### src/rtl/timer_bridge_pkg.sv
// Shared definitions for timer_bridge: register offsets, channel FSM encoding, defaults.
`timescale 1ns/1ps
package timer_bridge_pkg;
  localparam logic [31:0] DEF_BASE    = 32'h0000_7F00;
  localparam int          MAX_CH      = 6;

  localparam logic [3:0]  OFF_CTRL    = 4'h0;
  localparam logic [3:0]  OFF_PRESET  = 4'h4;
  localparam logic [3:0]  OFF_COUNT   = 4'h8;
  localparam logic [7:0]  OFF_PENDING = 8'h60;
  localparam logic [7:0]  OFF_MASK    = 8'h64;

  typedef enum logic [1:0] {
    ST_IDLE = 2'd0,
    ST_LOAD = 2'd1,
    ST_CNT  = 2'd2,
    ST_INT  = 2'd3
  } ch_state_e;
endpackage

### src/rtl/timer_bridge_ch.sv
// timer_ch: one down-counting timer channel (CTRL/PRESET/COUNT + FSM).
// MODE bit is only writable when TIMER_BRIDGE_AUTORELOAD_EN is defined.
`timescale 1ns/1ps
module timer_ch
  import timer_bridge_pkg::*;
(
  input  logic        clk_i,
  input  logic        rst_i,
  input  logic        we_ctrl_i,
  input  logic        we_preset_i,
  input  logic [31:0] wdata_i,
  input  logic [1:0]  rsel_i,
  output logic [31:0] rdata_o,
  output logic        expire_o
);
  ch_state_e   state_q, state_d;
  logic        en_q, en_d;
  logic        mode_q, mode_d;
  logic [31:0] preset_q, preset_d;
  logic [31:0] count_q, count_d;

  always_ff @(posedge clk_i or posedge rst_i) begin
    if (rst_i) begin
      state_q  <= ST_IDLE;
      en_q     <= 1'b0;
      mode_q   <= 1'b0;
      preset_q <= 32'd0;
      count_q  <= 32'd0;
    end else begin
      state_q  <= state_d;
      en_q     <= en_d;
      mode_q   <= mode_d;
      preset_q <= preset_d;
      count_q  <= count_d;
    end
  end

  // Software CTRL writes are applied last so they win over the hardware EN clear in INT.
  always_comb begin
    state_d  = state_q;
    en_d     = en_q;
    mode_d   = mode_q;
    preset_d = preset_q;
    count_d  = count_q;
    case (state_q)
      ST_IDLE: begin
        if (en_q) state_d = ST_LOAD;
        else      state_d = ST_IDLE;
      end
      ST_LOAD: begin
        count_d = preset_q;
        state_d = ST_CNT;
      end
      ST_CNT: begin
        if (!en_q) begin
          state_d = ST_IDLE;
        end else if (count_q > 32'd1) begin
          count_d = count_q - 32'd1;
        end else begin
          count_d = 32'd0;
          state_d = ST_INT;
        end
      end
      ST_INT: begin
        if (mode_q) begin
          state_d = ST_LOAD;
        end else begin
          en_d    = 1'b0;
          state_d = ST_IDLE;
        end
      end
      default: state_d = ST_IDLE;
    endcase
    if (we_ctrl_i) begin
      en_d = wdata_i[0];
`ifdef TIMER_BRIDGE_AUTORELOAD_EN
      mode_d = wdata_i[1];
`else
      mode_d = 1'b0;
`endif
    end
    if (we_preset_i) preset_d = wdata_i;
  end

  always_comb begin
    case (rsel_i)
      OFF_CTRL[3:2]:   rdata_o = {30'd0, mode_q, en_q};
      OFF_PRESET[3:2]: rdata_o = preset_q;
      OFF_COUNT[3:2]:  rdata_o = count_q;
      default:         rdata_o = 32'd0;
    endcase
  end

  assign expire_o = (state_q == ST_INT);
endmodule

### src/rtl/timer_bridge.sv
// timer_bridge: decodes the 0x7Fxx device window into N_CH timers plus PENDING/MASK and drives HWInt.
// Define TIMER_BRIDGE_AUTORELOAD_EN to enable the per-channel auto-reload MODE bit.
`timescale 1ns/1ps
module timer_bridge
  import timer_bridge_pkg::*;
#(
  parameter int          N_CH = 2,
  parameter logic [31:0] BASE = DEF_BASE
) (
  input  logic        clk,
  input  logic        reset,
  input  logic [31:0] Addr,
  input  logic        WE,
  input  logic [31:0] Din,
  output logic [31:0] Dout,
  output logic [7:2]  HWInt
);
  logic [31:0]     off_s;
  logic            win_s;
  logic [3:0]      slot_s;
  logic            pend_sel_s;
  logic            mask_sel_s;
  logic [N_CH-1:0] expire_s;
  logic [N_CH-1:0] pending_q, pending_d;
  logic [N_CH-1:0] mask_q, mask_d;
  logic [31:0]     ch_rdata_s [N_CH];
  logic [1:0]      unused_addr_s;

  assign off_s         = Addr - BASE;
  assign win_s         = (off_s[31:8] == 24'd0);
  assign slot_s        = off_s[7:4];
  assign pend_sel_s    = win_s && (off_s[7:2] == OFF_PENDING[7:2]);
  assign mask_sel_s    = win_s && (off_s[7:2] == OFF_MASK[7:2]);
  assign unused_addr_s = off_s[1:0];

  for (genvar i = 0; i < N_CH; i++) begin : g_ch
    logic sel_s;
    assign sel_s = win_s && (slot_s == 4'(i));
    timer_ch u_ch (
      .clk_i       (clk),
      .rst_i       (reset),
      .we_ctrl_i   (WE && sel_s && (off_s[3:2] == OFF_CTRL[3:2])),
      .we_preset_i (WE && sel_s && (off_s[3:2] == OFF_PRESET[3:2])),
      .wdata_i     (Din),
      .rsel_i      (off_s[3:2]),
      .rdata_o     (ch_rdata_s[i]),
      .expire_o    (expire_s[i])
    );
  end

  always_ff @(posedge clk or posedge reset) begin
    if (reset) begin
      pending_q <= '0;
      mask_q    <= '0;
    end else begin
      pending_q <= pending_d;
      mask_q    <= mask_d;
    end
  end

  // An expiry sets its pending bit even when a write-1-clear lands on the same edge.
  always_comb begin
    pending_d = pending_q;
    mask_d    = mask_q;
    if (WE && mask_sel_s) mask_d = Din[N_CH-1:0];
    for (int i = 0; i < N_CH; i++) begin
      if (expire_s[i])                        pending_d[i] = 1'b1;
      else if (WE && pend_sel_s && Din[i])    pending_d[i] = 1'b0;
      else                                    pending_d[i] = pending_q[i];
    end
  end

  always_comb begin
    Dout = 32'd0;
    if (pend_sel_s) begin
      Dout = 32'(pending_q);
    end else if (mask_sel_s) begin
      Dout = 32'(mask_q);
    end else begin
      for (int i = 0; i < N_CH; i++) begin
        if (win_s && (slot_s == 4'(i))) Dout = ch_rdata_s[i];
      end
    end
  end

  always_comb begin
    HWInt = 6'd0;
    HWInt[N_CH+1:2] = pending_q & mask_q;
  end
endmodule
### config.mk
export PLATFORM = sky130hd
export DESIGN_NAME = timer_bridge
export DESIGN_NICKNAME = d
export VERILOG_FILES = /design/src/rtl/timer_bridge_pkg.sv /design/src/rtl/timer_bridge_ch.sv /design/src/rtl/timer_bridge.sv
export SDC_FILE = /design/constraint.sdc
export NUM_CORES = 1
export LEC_CHECK = 0
export BUFFER_PORTS_ARGS = -buffer_cell sky130_fd_sc_hd__buf_4
export CORE_MARGIN = 5
export CORE_UTILIZATION = 50
export DETAILED_ROUTE_END_ITERATION = 16
export PLACE_DENSITY = 0.68
export SLEW_MARGIN = 20
export SYNTH_ARGS = -nofsm -noshare
export SYNTH_HDL_FRONTEND = slang
export SYNTH_SLANG_ARGS = --single-unit
export TNS_END_PERCENT = 5
### constraint.sdc
create_clock -name clk -period 6.55 [get_ports clk]
set_input_delay 1.965 -clock clk [delete_from_list [all_inputs] [get_ports clk]]
set_output_delay 1.965 -clock clk [all_outputs]
set_load 0.03 [all_outputs]
# Yosys cells after proc, flatten, opt, wreduce, memory -nomap -nowiden
# Index checks and enable logic that the tools add are counted.
[totals] reg_bits=138 output_inout_bits=38 memories=0 mem_bits_ro=0 latch_bits=0 word_cells=87 mem_bits_rw=0
[classes] muxes=28 shifts=0 addsub=3 n_bitwise=1 multipliers=0 reduce_logical=27 eq_ne=15 div=0 n_lt_le_gt_ge=2
[op_table] cell="32-bit two-way mux" n=8
[op_table] cell="32-bit one-hot mux with 3 select lines" n=2
[op_table] cell="32-bit one-hot mux with 2 select lines" n=2
[op_table] cell="32-bit by 1-bit > comparator with 1-bit output, second input constant" n=2
[op_table] cell="32-bit by 1-bit subtractor with 32-bit output, second input constant" n=2
[op_table] cell="32-bit by 15-bit subtractor with 32-bit output, second input constant" n=1
[op_table] cell="24-bit logical NOT" n=1
[op_table] cell="2-bit one-hot mux with 4 select lines" n=2
[op_table] cell="1-bit logical AND" n=14
[op_table] cell="6-bit by 5-bit == test with 1-bit output, second input constant" n=2
[op_table] cell="2-bit nonzero test" n=6
[op_table] cell="2-bit == test, second input constant" n=5
[op_table] cell="1-bit two-way mux" n=10
[op_table] cell="2-bit two-way mux" n=4
[op_table] cell="2-bit by 1-bit == test with 1-bit output, second input constant" n=3
[op_table] cell="2-bit logical NOT" n=3
[op_table] cell="3-bit != test, second input constant" n=2
[op_table] cell="4-bit by 1-bit == test with 1-bit output, second input constant" n=1
[op_table] cell="4-bit logical NOT" n=1
[op_table] cell="2-bit by 1-bit != test with 1-bit output, second input constant" n=2
[op_table] cell="2-bit AND reduction" n=2
[op_table] cell="2-bit AND" n=1

# Logic depth before layout (Yosys ltp)
# Gate-level depths: netlist (run 1).
[logic_depth] word_depth=7 ltp_mapped=9 mapped_depth_nobuf=7

# Modules after synthesis
# A second synthesis (run 1) with hierarchy kept.
[hier_totals] cells_unflattened=877 area_unflattened_um2=8758.4
[modules_own_cells] module="timer_ch (g_ch[0].u_ch)" cells_each=377 n_inst=1 seq_area_each_um2=1676.6 area_each_um2=3878.7
[modules_own_cells] module="timer_ch (g_ch[1].u_ch)" cells_each=376 n_inst=1 seq_area_each_um2=1676.6 area_each_um2=3763.6
[modules_own_cells] module="timer_bridge" cells_each=124 n_inst=1 seq_area_each_um2=100.1 area_each_um2=1116.1

# Least setup slack after synthesis (run 1)
# No wires, ideal clock.
[synth_timing] kind="input -> output" start="in Addr[14]" end="out Dout[10]" stages=6 arrival_ns=3.863 slack_ns=0.722 t_required_ns=4.585 path_cell_list="nand4_1 -> a2111oi_0 -> o2111a_1 -> nand2_1 -> clkbuf_1 -> nor3_1"
[synth_via] elab_chain_len=7 elab_cells_between_ends=10 cone_classes="add/sub: 1; mux: 4; reduce/logical: 5"
[synth_rtl] item="start: declaration" line="timer_bridge.sv:12" text="input logic [31:0] Addr,"
[synth_rtl] item="32-bit by 15-bit subtractor with 32-bit output (*)" line="timer_bridge.sv:29" text="assign off_s = Addr - BASE;"
[synth_rtl] item="24-bit logical NOT (*)" line="timer_bridge.sv:30" text="assign win_s = (off_s[31:8] == 24'd0);"
[synth_rtl] item="1-bit logical AND" line="timer_bridge.sv:81" text="if (win_s && (slot_s == 4'(i))) Dout = ch_rdata_s[i];"
[synth_rtl] item="32-bit two-way mux (2 in series)" line="timer_bridge.sv:81"
[synth_rtl] item="32-bit two-way mux" line="timer_bridge.sv:77" text="end else if (mask_sel_s) begin"
[synth_rtl] item="32-bit two-way mux (*)" line="timer_bridge.sv:75" text="if (pend_sel_s) begin"
[synth_rtl] item="end: declaration" line="timer_bridge.sv:15" text="output logic [31:0] Dout,"
# Mark *: on every way between the ends. The rest lies on a longest branch, timed or not.

# Worst setup path in the final report (run 1)
[layout_timing] start="in Addr[14]" end="out Dout[30]"
# The elaborated chain is that of the path after synthesis.

==> flow_summary.toml, run 1 <==
[run_status]
run_status = "finished clean"

[timing]
worst_pin_slew_ps = 1120
slew_viol_final = 0
fin_setup_tns_ps = 0
whs_ps = 527
relSlewSlack_pct = 24.5
fin_skew_ps = 14.0
setup_violations = 0
min_period_over_period_pct = 91.6
fin_crit_ps = 6000
rsz0062_at_grt = "no"
hold_viol = 0
max_freq_mhz = 167

[layout]
layout.nets = 972
final_cell_mix = "dfrtp_1, buf_4, nor3_1"
antenna_cells = 0
drive_gt1_share_pct = 24.8
regArea_um2 = 3450
finalNonFillerCells = 1134
layout_commonest_cell = "dfrtp_1"
syn_to_final_growth_pct = 17.5
multi_input_area_um2 = 4380
n_fill_cell = 1440

[worst_setup_path]
path_class = "primary input to primary output"
crit_fanout = 31
rr_worst_depth = 5
ff2ff_setup_slack_ps = 3020
crit_path_start = "Addr[14]"
r2r_start = "g_ch[0].u_ch.count_q[2]"
cp.arrival_ps = 4030
startpoint_type = "primary input"
r2r_end = "g_ch[0].u_ch.count_q[5]"
critPathCaptureType = "primary output"
cp_data_required_time_ps = 4590
endpoint = "Dout[30]"

[logic_synthesis]
syn_avg_cell_area_um2 = 9.68
ys_ff_latch = 138
synth_warnings = 0
synth-async-reset-ratio_pct = 100
synthesis.instances = 850
seq_area_frac_synth_pct = 42.0
synth_area_um2 = 8230
synth_edf_count = 0
synth_top_flop_cell = "dfrtp_1"
ys_types = 62

[global_routing]
use_met3_pct = 6.25
grt.overflow.total = 0
grt_pass1_vias = 7630
grt_usage_pct = 27.9
grt_max_degree = 105
top_usage_layer = "met2"
grtUsageMet1_pct = 38.0
grtUsageMet2_pct = 43.3
antenna_found_initial = 0
grt_first_pass_wirelength_um = 43000

[pwr]
leakagePower_nw = 4.39
ir_drop_uv = 214
power_density_nw_per_um2 = 201

[cts]
root_buffer = "clkbuf_16"
cts_htree_levels = 4
ctsResizeCount = 0
clock-sinks = 138
path_clk_slew_ps = 60
cts_tree = "yes"
clockBufferDepth = 2
post-cts-setup-buffers = 0
clk_latency_ps = 420
cts_hold_buf = 0
cts_buffers = 17

[floorplanning]
start_util_pct = 50.3
fp.dieW_um = 138
ioPinCount = 105
rows = 47
coreArea_um2 = 16300
dieArea_um2 = 19100
fp.dieH_um = 138

[flow_run]
drv_cap = 0

[route]
drtPass1Iterations = 6
vias = 7956
drt_iter0_drc = 1025
drc = 0
postRouteAntennaNets = 0
wl_per_cell_um = 24.2
via_per_inst = 7.02
drt_wl_total_um = 27500

[min_path]
min_path_type = "register to register"
hp-start = "mask_q[0]"
hold_depth = 1

[place]
gp_congestion = 0.898
placedCellCount = 1102
hpwl_um = 18500
io_buffer_count = 98
## per-stage QoR
step	utilization [%]	setup slack, ps	area [µm²]	total power (W)
final	59.1	551	9660	0.00194
after global routing	59.1	347	9660	0.00199
after CTS	59.1	590	9660	0.00195
after detailed placement	55.4	595	9060	0.000982
after global placement	55.4	623	9060	0.000981
after floorplan	-	722	8240	0.000919
## where the power goes
group | switching, W | leakage (nW) | internal [W]
logic | 0.0000734 | 2.18 | 0.0000408
registers | 0.0000000000134 | 1.92 | 0.000853
clock network | 0.000365 | 0.287 | 0.000611
total | 0.000439 | 4.39 | 0.00150
## sequential cells by signal, summed over array words and instances, names as in the netlist
signal              cells
g_ch.u_ch.count_q      64
g_ch.u_ch.preset_q     64
g_ch.u_ch.state_q       4
g_ch.u_ch.en_q          2
mask_q                  2
pending_q               2
## kinds of logic (layout without fill, tap and decap cells)
group | count (synthesis) | in the layout | synth area share [%]
other | 1 | 4 | 0.0456
AOI/OAI and AO/OA | 249 | 249 | 23.7
and+or+nand+nor | 279 | 279 | 18.4
muxes | 73 | 73 | 9.90
DFF | 138 | 138 | 42.0
buffers and inverters | 106 | 167 | 5.37
adders and majority gates | 4 | 4 | 0.608
## Yosys cell counts (7+ instances only)
cell       count  share of area [%]
dfrtp_1      138                 42
nor3_1        69                4.2
clkbuf_1      67                3.1
mux2_2        67                9.2
a221oi_1      63                6.7
nand2_1       49                2.2
nor2_1        27                1.2
o21ai_0       26                1.6
o31ai_1       24                2.2
a21oi_1       23                1.4
nor4_1        22                1.7
inv_1         18               0.82
nand3_1       18                1.1
or4_1         17                1.6
nand4_1       16                1.2
a221o_1       15                1.8
a32oi_1       14                1.5
a22oi_1       13                1.2
and3_1        11               0.84
buf_2         11               0.67
o2bb2ai_1     11                1.2
or3_1         11               0.84
nor2b_1        9               0.68
o211ai_1       9               0.82
a22o_1         7               0.75
o22ai_1        7               0.53
## worst max-delay path, stage by stage
cell       delay, ps
buf_4             80
nand4_1          150
a2111oi_0        560
o2111a_1         340
nand2_1           70
buf_4            270
nor3_1           340
buf_4            240
## how the worst min path moves through the flow
| stage | to | slack, ps |
|---|---|---|
| after floorplan | g_ch[0].u_ch.count_q[27] | 460 |
| after global placement | g_ch[0].u_ch.count_q[27] | 500 |
| after detailed placement | g_ch[0].u_ch.count_q[27] | 510 |
| after CTS | g_ch[0].u_ch.count_q[27] | 530 |
| after global routing | pending_q[0] | 530 |
| final | mask_q[0] | 530 |
## cell type report
| cell class | count | area share, % |
|---|---|---|
| Multi-Input combinational cell | 609 | 45.3 |
| Sequential cell | 138 | 35.7 |
| Timing Repair Buffer | 117 | 9.22 |
| Clock buffer | 26 | 5.27 |
| Tap cell | 220 | 2.85 |
| Clock inverter | 6 | 0.880 |
| Inverter | 18 | 0.751 |
## metal layers
| metal | part of all wire [%] | vias up |
|---|---|---|
| li1 | - | 3488 |
| met1 | 41 | 3888 |
| met2 | 46 | 517 |
| met3 | 9.1 | 63 |
| met4 | 3.7 | 0 |
| met5 | 0 | - |
Note: power is estimated with default switching activity, not from simulation.
==> run 2: changes to the inputs <==
--- a/config.mk
+++ b/config.mk
@@ -9,7 +9,7 @@
 export CORE_MARGIN = 5
 export CORE_UTILIZATION = 50
 export DETAILED_ROUTE_END_ITERATION = 16
-export PLACE_DENSITY = 0.68
+export PLACE_DENSITY = 0.7
 export SLEW_MARGIN = 20
 export SYNTH_ARGS = -nofsm -noshare
 export SYNTH_HDL_FRONTEND = slang
==> run 2 against run 1 <==
Net effect: clock skew fell by 6.5 ps; die area did not move; sequential power barely moved; worst hold slack got worse by 16 ps; worst setup slack got worse by 56 ps; largest cell class unchanged.
==> flow_summary.toml, run 2 (same netlist as run 1, synthesis figures left out) <==
[route]
drt_iter0_drc = 894
postRouteAntennaNets = 0
drtPass1Iterations = 5
drt_wl_total_um = 26400
drc = 0
wl_per_cell_um = 23.4
via_per_inst = 6.90
vias = 7797

[place]
gp_congestion = 0.907
hpwl_um = 17700
io_buffer_count = 98
place_ws_ps = 586

[worst_setup_path]
path_class = "primary input to primary output"
cp_data_required_time_ps = 4590
critPathCaptureType = "primary output"
startpoint_type = "primary input"
crit_fanout = 31
cp.arrival_ps = 4090

[timing]
worst_pin_slew_ps = 1140
max_freq_mhz = 165
min_period_over_period_pct = 92.4
hold_viol = 0
whs_ps = 511
fin_crit_ps = 6060
rsz0062_at_grt = "no"
relSlewSlack_pct = 23.3
layout_setup_ws_ps = 495
fin_setup_tns_ps = 0
fin_skew_ps = 7.50
slew_viol_final = 0
setup_violations = 0

[cts]
root_buffer = "clkbuf_16"
post-cts-setup-buffers = 0
cts_htree_levels = 4
cts_tree = "yes"
clk_latency_ps = 420
clock-sinks = 138
clockBufferDepth = 2
path_clk_slew_ps = 50
cts_buffers = 17
ctsResizeCount = 0
cts_hold_buf = 0

[layout]
drive_gt1_share_pct = 24.5
multi_input_area_um2 = 4370
syn_to_final_growth_pct = 17.2
antenna_cells = 0
layout_commonest_cell = "dfrtp_1"
final_cell_mix = "dfrtp_1, buf_4, nor3_1"
regArea_um2 = 3450
n_fill_cell = 1480
layout.nets = 968
largestRegisters = "g_ch.u_ch.count_q: 64 flops, g_ch.u_ch.preset_q: 64 flops, g_ch.u_ch.state_q: 4 flops"

[global_routing]
antenna_found_initial = 0
grt_usage_pct = 27.3
grt.overflow.total = 0
grt_max_degree = 100
grt_first_pass_wirelength_um = 42300
grt_pass1_vias = 7368

[floorplanning]
dieArea_um2 = 19100
start_util_pct = 50.3
coreArea_um2 = 16300
ioPinCount = 105
rows = 47
fp.dieW_um = 138
fp.dieH_um = 138

[min_path]
min_path_type = "register to register"

[flow_run]
drv_cap = 0

[run_status]
run_status = "finished clean"

[pwr]
leakagePower_nw = 4.37
ir_drop_uv = 188
power_w = 0.00191
power_density_nw_per_um2 = 198
[run 2: metrics by stage]
stage / utilization, % / area [µm²] / instances
3_5_place_dp: 55.4 / 9060 / 1098
6_report: 59.0 / 9640 / 1130
3_3_place_gp: 55.4 / 9060 / 1098
4_1_cts: 59.0 / 9640 / 1130
2_1_floorplan: - / 8240 / 853
5_1_grt: 59.0 / 9640 / 1130
[run 2: area by class of cell]
cell class	instances	area share, %
Sequential cell	138	35.8
Tap cell	220	2.86
Timing Repair Buffer	113	9.19
Clock buffer	26	5.39
Clock inverter	6	0.623
Inverter	18	0.753
Multi-Input combinational cell	609	45.4
[run 2: layer usage]
| layer | share of wire [%] | wire length (µm) | GRT usage [%] | vias up |
|---|---|---|---|---|
| met5 | 0 | 0 | 0 | - |
| met4 | 3.0 | 786 | 9.05 | 0 |
| met3 | 8.4 | 2210 | 5.77 | 51 |
| met2 | 46 | 12100 | 41.0 | 410 |
| met1 | 43 | 11300 | 39.6 | 3860 |
| li1 | - | - | - | 3476 |
[run 2: worst paths after layout]
check / from / slack, ps / cells past startpoint / endpoint
worst max-delay path: Addr[13] / 490 / 8 / Dout[30]
worst min-delay path: g_ch[0].u_ch.count_q[27] / 510 / 1 / g_ch[0].u_ch.count_q[27]
worst max register to register: g_ch[0].u_ch.count_q[18] / 3110 / 5 / g_ch[0].u_ch.count_q[5]
worst min register to register: g_ch[0].u_ch.count_q[27] / 510 / 1 / g_ch[0].u_ch.count_q[27]
max in group asynchronous: reset / 3760 / 3 / g_ch[0].u_ch.count_q[31]
min in group asynchronous: reset / 1710 / 2 / g_ch[1].u_ch.count_q[9]
[run 2: critical path, stage by stage]
cell and delay (ps):
buf_4 80, nand4_1 130, a2111oi_0 560, o2111a_1 310, nand2_1 60, buf_4 280
nor3_1 440, buf_4 260
[run 2: report_power, final]
group	total, W	switching (W)	internal (W)
combinational	0.000112	0.0000717	0.0000406
clock	0.000943	0.000362	0.000581
sequential	0.000853	0.0000000000125	0.000853
==> run 3: changes to the inputs <==
--- a/config.mk
+++ b/config.mk
@@ -9,6 +9,7 @@
 export CORE_MARGIN = 5
 export CORE_UTILIZATION = 50
 export DETAILED_ROUTE_END_ITERATION = 16
+export MAX_ROUTING_LAYER = met4
 export PLACE_DENSITY = 0.7
 export SLEW_MARGIN = 20
 export SYNTH_ARGS = -nofsm -noshare
==> run 3 against run 2 <==
Net effect: cell area is the same; critical path depth is the same; clock power is essentially flat; largest cell class unchanged.
==> flow_summary.toml, run 3 (same netlist as run 1, synthesis figures left out) <==
[run_status]
run_status = "finished clean"

[worst_setup_path]
r2r_start = "g_ch[0].u_ch.count_q[18]"
startpoint_type = "primary input"
cp.arrival_ps = 4080
ff2ff_setup_slack_ps = 3030
path_class = "primary input to primary output"
rr_worst_depth = 5
r2r_end = "g_ch[0].u_ch.count_q[5]"
crit_fanout = 31
endpoint = "Dout[29]"
crit_path_start = "Addr[13]"
cp_data_required_time_ps = 4590
critPathCaptureType = "primary output"

[global_routing]
antenna_found_initial = 0
grt.overflow.total = 0
grt_pass1_vias = 7379
grt_max_degree = 100
grt_first_pass_wirelength_um = 42400
grt_usage_pct = 28.2

[cts]
root_buffer = "clkbuf_16"
clk_latency_ps = 420
cts_hold_buf = 0
cts_htree_levels = 4
cts_tree = "yes"
clock-sinks = 138
post-cts-setup-buffers = 0
clockBufferDepth = 2
ctsResizeCount = 0
cts_buffers = 17
path_clk_slew_ps = 50

[timing]
fin_setup_tns_ps = 0
slew_viol_final = 0
setup_violations = 0
fin_skew_ps = 7.11
max_freq_mhz = 165
rsz0062_at_grt = "no"
hold_viol = 0
relSlewSlack_pct = 20.0
min_period_over_period_pct = 92.3
fin_crit_ps = 6050
worst_pin_slew_ps = 1190

[route]
drt_iter0_drc = 1074
postRouteAntennaNets = 0
via_per_inst = 6.90
vias = 7802
drt_wl_total_um = 26400
wl_per_cell_um = 23.4
drc = 0
drtPass1Iterations = 5

[layout]
syn_to_final_growth_pct = 17.2
layout.nets = 968
drive_gt1_share_pct = 24.5
largestRegisters = "g_ch.u_ch.count_q: 64 flops, g_ch.u_ch.preset_q: 64 flops, g_ch.u_ch.state_q: 4 flops"
antenna_cells = 0
final_cell_mix = "dfrtp_1, buf_4, nor3_1"
layout_commonest_cell = "dfrtp_1"
finalNonFillerCells = 1130

[pwr]
power_density_nw_per_um2 = 198
ir_drop_uv = 189
leakagePower_nw = 4.37

[floorplanning]
fp.dieH_um = 138
rows = 47
dieArea_um2 = 19100
start_util_pct = 50.3
ioPinCount = 105
fp.dieW_um = 138
coreArea_um2 = 16300

[place]
hpwl_um = 17700
placedCellCount = 1098
io_buffer_count = 98
gp_congestion = 0.923

[flow_run]
drv_cap = 0

[min_path]
min_path_type = "register to register"
run 3: worst min path at each step:
| stage | from | to | slack (ps) | cells past startpoint |
|---|---|---|---|---|
| after floorplan | g_ch[0].u_ch.count_q[27] | g_ch[0].u_ch.count_q[27] | 460 | 1 |
| after global placement | g_ch[0].u_ch.count_q[27] | g_ch[0].u_ch.count_q[27] | 500 | 1 |
| after detailed placement | g_ch[0].u_ch.count_q[27] | g_ch[0].u_ch.count_q[27] | 500 | 1 |
| after CTS | g_ch[0].u_ch.count_q[27] | g_ch[0].u_ch.count_q[27] | 510 | 1 |
| after global routing | g_ch[1].u_ch.count_q[30] | g_ch[1].u_ch.count_q[30] | 550 | 1 |
| final | g_ch[0].u_ch.count_q[27] | g_ch[0].u_ch.count_q[27] | 510 | 1 |
run 3: cell type report:
type / count / area, µm²
Tap cell: 220 / 275
Fill cell: 1480 / 6710
Clock buffer: 26 / 519
Timing Repair Buffer: 113 / 886
Clock inverter: 6 / 60.1
Multi-Input combinational cell: 609 / 4370
Sequential cell: 138 / 3450
Inverter: 18 / 72.6
run 3: per-layer routing:
metal / global-route usage, % / up-vias / routed length (µm)
met5: - / - / 0
met4: 9.05 / 0 / 728
met3: 5.63 / 45 / 2240
met2: 41.2 / 446 / 12000
met1: 39.7 / 3835 / 11500
li1: - / 3476 / -
run 3: where the power goes:
| group | switching, W | internal [W] |
|---|---|---|
| registers | 0.0000000000125 | 0.000853 |
| clock network | 0.000364 | 0.000581 |
| logic | 0.0000716 | 0.0000406 |
run 3: worst max-delay path: stages:
cell and delay (ps):
buf_4 80, nand4_1 130, a2111oi_0 560, o2111a_1 310, nand2_1 60, buf_4 270, nor3_1 440, buf_4 250
run 3: stage by stage:
stage	power (W)	hold WS [ps]	worst slack, ps	instance area [µm²]	utilization [%]
2_1_floorplan	0.000919	464	722	8240	-
3_3_place_gp	0.000980	498	679	9060	55.4
3_5_place_dp	0.000981	496	586	9060	55.4
4_1_cts	0.00192	511	569	9640	59.0
5_1_grt	0.00197	555	365	9640	59.0
6_report	0.00191	512	505	9640	59.0
